<file path="config.mk">
export PLATFORM = sky130hd
export DESIGN_NAME = nv_lsd_norm_pipe
export DESIGN_NICKNAME = d
export VERILOG_FILES = /design/src/rtl/nv_lsd_norm_pipe.sv
export SDC_FILE = /design/constraint.sdc
export NUM_CORES = 1
export LEC_CHECK = 0
export ABC_AREA = 1
export BUFFER_PORTS_ARGS = -buffer_cell sky130_fd_sc_hd__buf_2
export CAP_MARGIN = 15
export CORE_UTILIZATION = 52
export DETAILED_ROUTE_END_ITERATION = 16
export PLACE_DENSITY = 0.74
export RECOVER_POWER = 25
export REMOVE_ABC_BUFFERS = 1
export SYNTH_ARGS = -nofsm -noshare
export SYNTH_HDL_FRONTEND = slang
export SYNTH_SLANG_ARGS = --single-unit
export TNS_END_PERCENT = 1
</file>
<file path="constraint.sdc">
create_clock -name nvdla_core_clk -period 3.6 [get_ports nvdla_core_clk]
set_input_delay 0.72 -clock nvdla_core_clk [delete_from_list [all_inputs] [get_ports nvdla_core_clk]]
set_output_delay 0.72 -clock nvdla_core_clk [all_outputs]
set_load 0.05 [all_outputs]
</file>
<file path="src/rtl/nv_lsd_norm_pipe.sv">
// nv_lsd_norm_pipe
// Two-stage, back-pressurable leading-sign / leading-zero detector with a
// left normaliser. It sits in front of the int-to-float converters and the
// CDP/SDP normalisation paths. Each transaction carries its own mode bit, so
// operations in different modes may follow each other back to back.
//
// Ports:
//   nvdla_core_clk  clock; all state updates on the rising edge
//   nvdla_core_rst  asynchronous, active-high reset
//   in_pvld/in_prdy input handshake; a transfer happens when both are high
//   in_a            operand
//   in_mode         0 = leading-sign detect, 1 = leading-zero detect
//   out_pvld/out_prdy output handshake; a transfer happens when both are high
//   out_enc         redundant-sign-bit count (LSD) or leading-zero count (LZD)
//   out_dec         one-hot marker at the last sign bit / leading one
//   out_norm        in_a shifted left by out_enc, zero-filled
//   out_flag        operand is all-equal (LSD) or zero (LZD)
//
// Stage 1 registers the operand, its mode, and the count and flag.
// Stage 2 builds the marker and the shifted operand from the stage 1
// registers. No path runs from in_* to out_*. in_prdy depends
// combinationally on out_prdy.

module nv_lsd_norm_pipe #(
    parameter  int A_WIDTH   = 32,
    localparam int ENC_WIDTH = $clog2(A_WIDTH + 1)
) (
    input  logic                 nvdla_core_clk,
    input  logic                 nvdla_core_rst,
    input  logic                 in_pvld,
    output logic                 in_prdy,
    input  logic [A_WIDTH-1:0]   in_a,
    input  logic                 in_mode,
    output logic                 out_pvld,
    input  logic                 out_prdy,
    output logic [ENC_WIDTH-1:0] out_enc,
    output logic [A_WIDTH-1:0]   out_dec,
    output logic [A_WIDTH-1:0]   out_norm,
    output logic                 out_flag
);

    // The marker is this value shifted right by the count. A zero operand
    // in LZD mode has a count of A_WIDTH, which shifts the bit out entirely.
    localparam logic [A_WIDTH-1:0] MSB_ONE = {1'b1, {(A_WIDTH-1){1'b0}}};

    logic                 s1_vld_q,  s1_vld_d;
    logic [A_WIDTH-1:0]   s1_a_q,    s1_a_d;
    logic                 s1_mode_q, s1_mode_d;
    logic [ENC_WIDTH-1:0] s1_enc_q,  s1_enc_d;
    logic                 s1_flag_q, s1_flag_d;

    logic                 s2_vld_q,  s2_vld_d;
    logic [ENC_WIDTH-1:0] s2_enc_q,  s2_enc_d;
    logic [A_WIDTH-1:0]   s2_dec_q,  s2_dec_d;
    logic [A_WIDTH-1:0]   s2_norm_q, s2_norm_d;
    logic                 s2_flag_q, s2_flag_d;

    logic                 s1_rdy, s2_rdy, s1_load, s2_load;
    logic [ENC_WIDTH-1:0] lsd_enc, lzd_enc;
    logic                 lsd_found, lzd_found;

    // Scan from the MSB side for the first bit that breaks the run. For
    // LSD, the run is the sign bit and its copies. For LZD, the run is the
    // leading zeros. If nothing breaks the run, the count keeps its default:
    // A_WIDTH-1 for LSD and A_WIDTH for LZD.
    always_comb begin
        lsd_enc   = ENC_WIDTH'(A_WIDTH - 1);
        lzd_enc   = ENC_WIDTH'(A_WIDTH);
        lsd_found = 1'b0;
        lzd_found = 1'b0;
        for (int i = A_WIDTH - 2; i >= 0; i--) begin
            if (!lsd_found && (in_a[i] != in_a[A_WIDTH-1])) begin
                lsd_enc   = ENC_WIDTH'(A_WIDTH - 2 - i);
                lsd_found = 1'b1;
            end
        end
        for (int i = A_WIDTH - 1; i >= 0; i--) begin
            if (!lzd_found && in_a[i]) begin
                lzd_enc   = ENC_WIDTH'(A_WIDTH - 1 - i);
                lzd_found = 1'b1;
            end
        end
    end

    // Ready chaining runs backwards from the output. A stage can accept
    // when it is empty, or when it is handing its contents on in the same
    // cycle. This lets a full pipe push and pop together without a bubble.
    always_comb begin
        s2_rdy  = !s2_vld_q || out_prdy;
        s1_rdy  = !s1_vld_q || s2_rdy;
        in_prdy = s1_rdy;
        s1_load = in_pvld && s1_rdy;
        s2_load = s1_vld_q && s2_rdy;
    end

    // Stage 1 next state. Data registers change only on an accept, so held
    // contents stay stable while the pipe is stalled.
    always_comb begin
        s1_vld_d  = s1_rdy ? in_pvld : s1_vld_q;
        s1_a_d    = s1_a_q;
        s1_mode_d = s1_mode_q;
        s1_enc_d  = s1_enc_q;
        s1_flag_d = s1_flag_q;
        if (s1_load) begin
            s1_a_d    = in_a;
            s1_mode_d = in_mode;
            s1_enc_d  = in_mode ? lzd_enc : lsd_enc;
            s1_flag_d = in_mode ? !lzd_found : !lsd_found;
        end
    end

    // Stage 2 next state: marker and barrel shift, both driven by the
    // stored count. A shift by A_WIDTH or more yields zero.
    always_comb begin
        s2_vld_d  = s2_rdy ? s1_vld_q : s2_vld_q;
        s2_enc_d  = s2_enc_q;
        s2_dec_d  = s2_dec_q;
        s2_norm_d = s2_norm_q;
        s2_flag_d = s2_flag_q;
        if (s2_load) begin
            s2_enc_d  = s1_enc_q;
            s2_dec_d  = (s1_mode_q && s1_flag_q) ? '0 : (MSB_ONE >> s1_enc_q);
            s2_norm_d = s1_a_q << s1_enc_q;
            s2_flag_d = s1_flag_q;
        end
    end

    // All pipeline state. Reset clears valids and outputs at once, which
    // drops any transactions still in flight.
    always_ff @(posedge nvdla_core_clk or posedge nvdla_core_rst) begin
        if (nvdla_core_rst) begin
            s1_vld_q  <= 1'b0;
            s1_a_q    <= '0;
            s1_mode_q <= 1'b0;
            s1_enc_q  <= '0;
            s1_flag_q <= 1'b0;
            s2_vld_q  <= 1'b0;
            s2_enc_q  <= '0;
            s2_dec_q  <= '0;
            s2_norm_q <= '0;
            s2_flag_q <= 1'b0;
        end else begin
            s1_vld_q  <= s1_vld_d;
            s1_a_q    <= s1_a_d;
            s1_mode_q <= s1_mode_d;
            s1_enc_q  <= s1_enc_d;
            s1_flag_q <= s1_flag_d;
            s2_vld_q  <= s2_vld_d;
            s2_enc_q  <= s2_enc_d;
            s2_dec_q  <= s2_dec_d;
            s2_norm_q <= s2_norm_d;
            s2_flag_q <= s2_flag_d;
        end
    end

    assign out_pvld = s2_vld_q;
    assign out_enc  = s2_enc_q;
    assign out_dec  = s2_dec_q;
    assign out_norm = s2_norm_q;
    assign out_flag = s2_flag_q;

endmodule

</file>
==> results.sh <==
export IMPL_grt_overflow=0
export IMPL_fp_coreArea_sq_mm=0.0133
export IMPL_wire_per_inst_um=14.2
export IMPL_ys_ff_latch=113
export IMPL_setup_ws_ns=0.383
export IMPL_synth_compound_area_share_pct=15.5
export IMPL_grt_start_max_net_pins=78
export IMPL_via_per_inst=5.46
export IMPL_synth_adder_area_share_pct=0.352
export IMPL_fmax_mhz=311
export IMPL_ir_drop_v=0.000361
export IMPL_pwr_share_clk_pct=33.0
export IMPL_synth_simple_area_share_pct=32.5
export IMPL_worstMarginPinSlew_ns=2.45
export IMPL_start_kind="input port"
export IMPL_place_hpwl_um=12900
export IMPL_io_buffers=109
export IMPL_rsz0062_at_grt="false"
export IMPL_synth_warnings=0
export IMPL_hold_violations=0
export IMPL_io_pins=110
export IMPL_cts_tree="done"
export IMPL_clockRootBuffer="clkbuf_16"
export IMPL_seqPwrFrac_pct=31.7
export IMPL_synth_async_reset_ratio_pct=100
export IMPL_ant_nets=0
export IMPL_skew_ns=0.00822
export IMPL_synth_area_leaders="dfrtp_1 (40%), nand2_1 (16%), o21ai_0 (10%)"
export IMPL_ctsResizeCount=0
export IMPL_drt_pass1_iter_count=5
export IMPL_drt_iter0_drc=459
export IMPL_end_kind="flip-flop"
export IMPL_setup_viol=0
export IMPL_powerDensity_mw_per_mm2=632
export IMPL_finalCritPeriodShare_pct=89.4
export IMPL_clock_path_buffers=2
export IMPL_crit_path_max_fanout=4
export IMPL_grt_usage_pct=26.1
export IMPL_cts_buffers=17
export IMPL_comb_power_share_pct=35.3
export IMPL_crit_chain="buf_2 > inv_2 > ha_1 > inv_1 > nand2_1 > nor2_4 > nand3_2 > nor2_2 > nand3_2 > nor3_4 > nand4_2 > nor2_4 > nand4_2 > nor2_4 > nand4_4 > nor2_4 > nand4_2 > nor2_4 > nand2_2 > nor2_2 > o21ai_1 > nand3_1 > nand3_1"
export IMPL_path_common_cell="nor2_4"
export IMPL_critPathKind="in2reg"
export IMPL_final_net_count=1111
export IMPL_cts_hold_buf=0
export IMPL_dieArea_sq_mm=0.0142
export IMPL_crit_slowest_cell="ha_1"
export IMPL_grt_pass1_wl_um=29700
export IMPL_rows=42
export IMPL_drive_above_1_share_pct=18.6
export IMPL_synthMuxAreaShare_pct=0.703
export IMPL_vias=6878
export IMPL_cts_setup_buffers=0
export IMPL_drc=0
export IMPL_power_internal_w=0.00317
export IMPL_slew_headroom_pct=-64.1
export IMPL_synth_area_per_cell_sq_um=7.24
export IMPL_synthDistinctLibCells=45
export IMPL_syn_inst=983
export IMPL_p_leak_nw=4.18
export IMPL_synth_ff_type="dfrtp_1"
export IMPL_postLayoutCoreUtil_pct=63.2
export IMPL_required_ns=3.89
export IMPL_synthXorXnorAreaFrac_pct=3.45
export IMPL_synth_area_sq_mm=0.00712
export IMPL_arrival_ns=3.51
export IMPL_slowest_delay_ns=0.28
export IMPL_clock_sinks=113
export IMPL_switching_share_pct=40.3
export IMPL_start_util_pct=53.5
export IMPL_drv_cap=1
export IMPL_hold_class="reg2reg"
export IMPL_dp_slack_ns=-0.0316
export IMPL_antenna_found_initial=0
export IMPL_violations="capacitance limit, slew limit"
export IMPL_grt_pass1_vias=6176
export IMPL_p_switching_w=0.00214
export IMPL_clk_pin_slew_ns=0.05
export IMPL_finalWeightedCongestion=0.900
export IMPL_clk_latency_ns=0.41
export IMPL_outcome="complete, but fails checks"
export IMPL_fin_crit_ns=3.22
export IMPL_area_delta_synth_final_pct=18.1
export IMPL_synth_top_family_by_area="simple AND/OR/NAND/NOR gates"
export IMPL_synth_edf_count=0
export IMPL_synth_seq_area_share_pct=39.7
export IMPL_yosysTopAreaCell="dfrtp_1"
export IMPL_h_tree_depth=4
export IMPL_antenna_cells=0
export IMPL_yosysTopAreaCellShare_pct=39.7
export IMPL_finalMaxSlewViolations=59
export IMPL_totalWireLength_um=17900
export IMPL_fp_dieW_um=119
export IMPL_die_h_um=119
==> critical path: cells and delay by family <==
family,cells,cell delay (ns)
AOI/OAI and AO/OA,1,0.08
adders and majority gates,1,0.28
buffers and inverters,3,0.24
and+or+nand+nor,18,2.15
==> power groups by stage <==
stage / sequential [W] / combinational (W) / clock [W]
floorplan: 0.00231 / 0.000723 / 0
global placement: 0.00168 / 0.00185 / 0
detailed placement: 0.00169 / 0.00187 / 0
CTS: 0.00168 / 0.00188 / 0.00177
global route: 0.00170 / 0.00205 / 0.00184
finish: 0.00168 / 0.00188 / 0.00175
==> path summary, 6_finish.rpt <==
check                                from      endpoint  slack [ns]  depth (start not counted)
setup / recovery                 in_a[31]   s1_enc_q[1]        0.38                         23
hold / removal                out_dec[29]   out_dec[29]        0.47                          2
setup reg to reg              s1_enc_q[0]  out_norm[31]        1.03                          8
hold reg to reg               out_dec[29]   out_dec[29]        0.47                          2
max in group asynchronous  nvdla_core_rst    s1_a_q[17]        0.82                          3
min in group asynchronous  nvdla_core_rst    out_enc[2]        0.98                          2
==> Yosys cell counts, types with 3 or more instances <==
master and instances:
a31oi_1 5, o21ai_0 148, nand3b_1 3, dfrtp_1 113
nand4_1 29, inv_1 83, nor3_1 7, nand2_2 3
clkbuf_1 44, nor2_2 4, nand3_2 7, o211ai_1 9
buf_1 6, o2111ai_1 3, a21oi_1 6, nand4_2 4
nor2_1 46, o41ai_1 3, nand3_1 72, xnor2_1 26
nand2_1 296, inv_2 5, o221ai_1 10, o22ai_1 4
nor2_4 13, mux2i_1 5
==> metrics by stage <==
stage	cells	hold slack (ns)	total power, W	TNS [ns]	instance area [sq um]
CTS	1259	0.453	0.00533	0	8420
floorplan	929	0.449	0.00304	-12.13	6900
global route	1259	0.489	0.00560	0	8400
detailed placement	1229	0.468	0.00356	-0.0651	7790
finish	1259	0.473	0.00531	0	8400
global placement	1229	0.461	0.00353	0	7790
==> layout make-up <==
class,instances,area (sq um)
clock inverters,10,159
clock buffers,20,467
flip-flops and latches,113,2830
repair buffers,124,656
inverters,89,335
multi-input cells,727,3740
well taps,176,220
fillers,1221,4890
==> per-layer routing <==
metal  wire length (um)  GRT usage (%)
met1               8610           36.8
met2               8140           41.1
met3                831           4.07
met4                301           7.99
met5                  0              0
==> cell usage in the layout, fill, tap and decap left out, types with 9 or more instances in the layout <==
master / netlist / layout
buf_2: 2 / 109
nor2_1: 46 / 46
o21ai_0: 148 / 148
inv_1: 83 / 82
o211ai_1: 9 / 9
nor2_4: 13 / 13
nand3_1: 72 / 72
o221ai_1: 10 / 10
dfrtp_1: 113 / 113
xnor2_1: 26 / 26
buf_4: 0 / 14
nand2_1: 296 / 294
clkbuf_16: 0 / 17
nand4_1: 29 / 29
==> state kept, by name, summed over array words and instances, names as in the netlist <==
| name | cells |
|---|---|
| out_dec | 32 |
| out_enc | 6 |
| out_flag | 1 |
| out_norm | 32 |
| out_pvld | 1 |
| s1_a_q | 32 |
| s1_enc_q | 6 |
| s1_flag_q | 1 |
| s1_mode_q | 1 |
| s1_vld_q | 1 |
==> logic make-up (layout without fill, tap and decap cells) <==
kind of cell	count (synthesis)	after routing
AND/OR/NAND/NOR	495	495
multiplexers	5	5
buffers and inverters	143	243
adder cells (fa/ha/maj)	2	2
flip-flops	113	113
AO/OA/AOI/OAI	197	197
XOR/XNOR	28	28
Note: power is estimated with default switching activity, not from simulation.
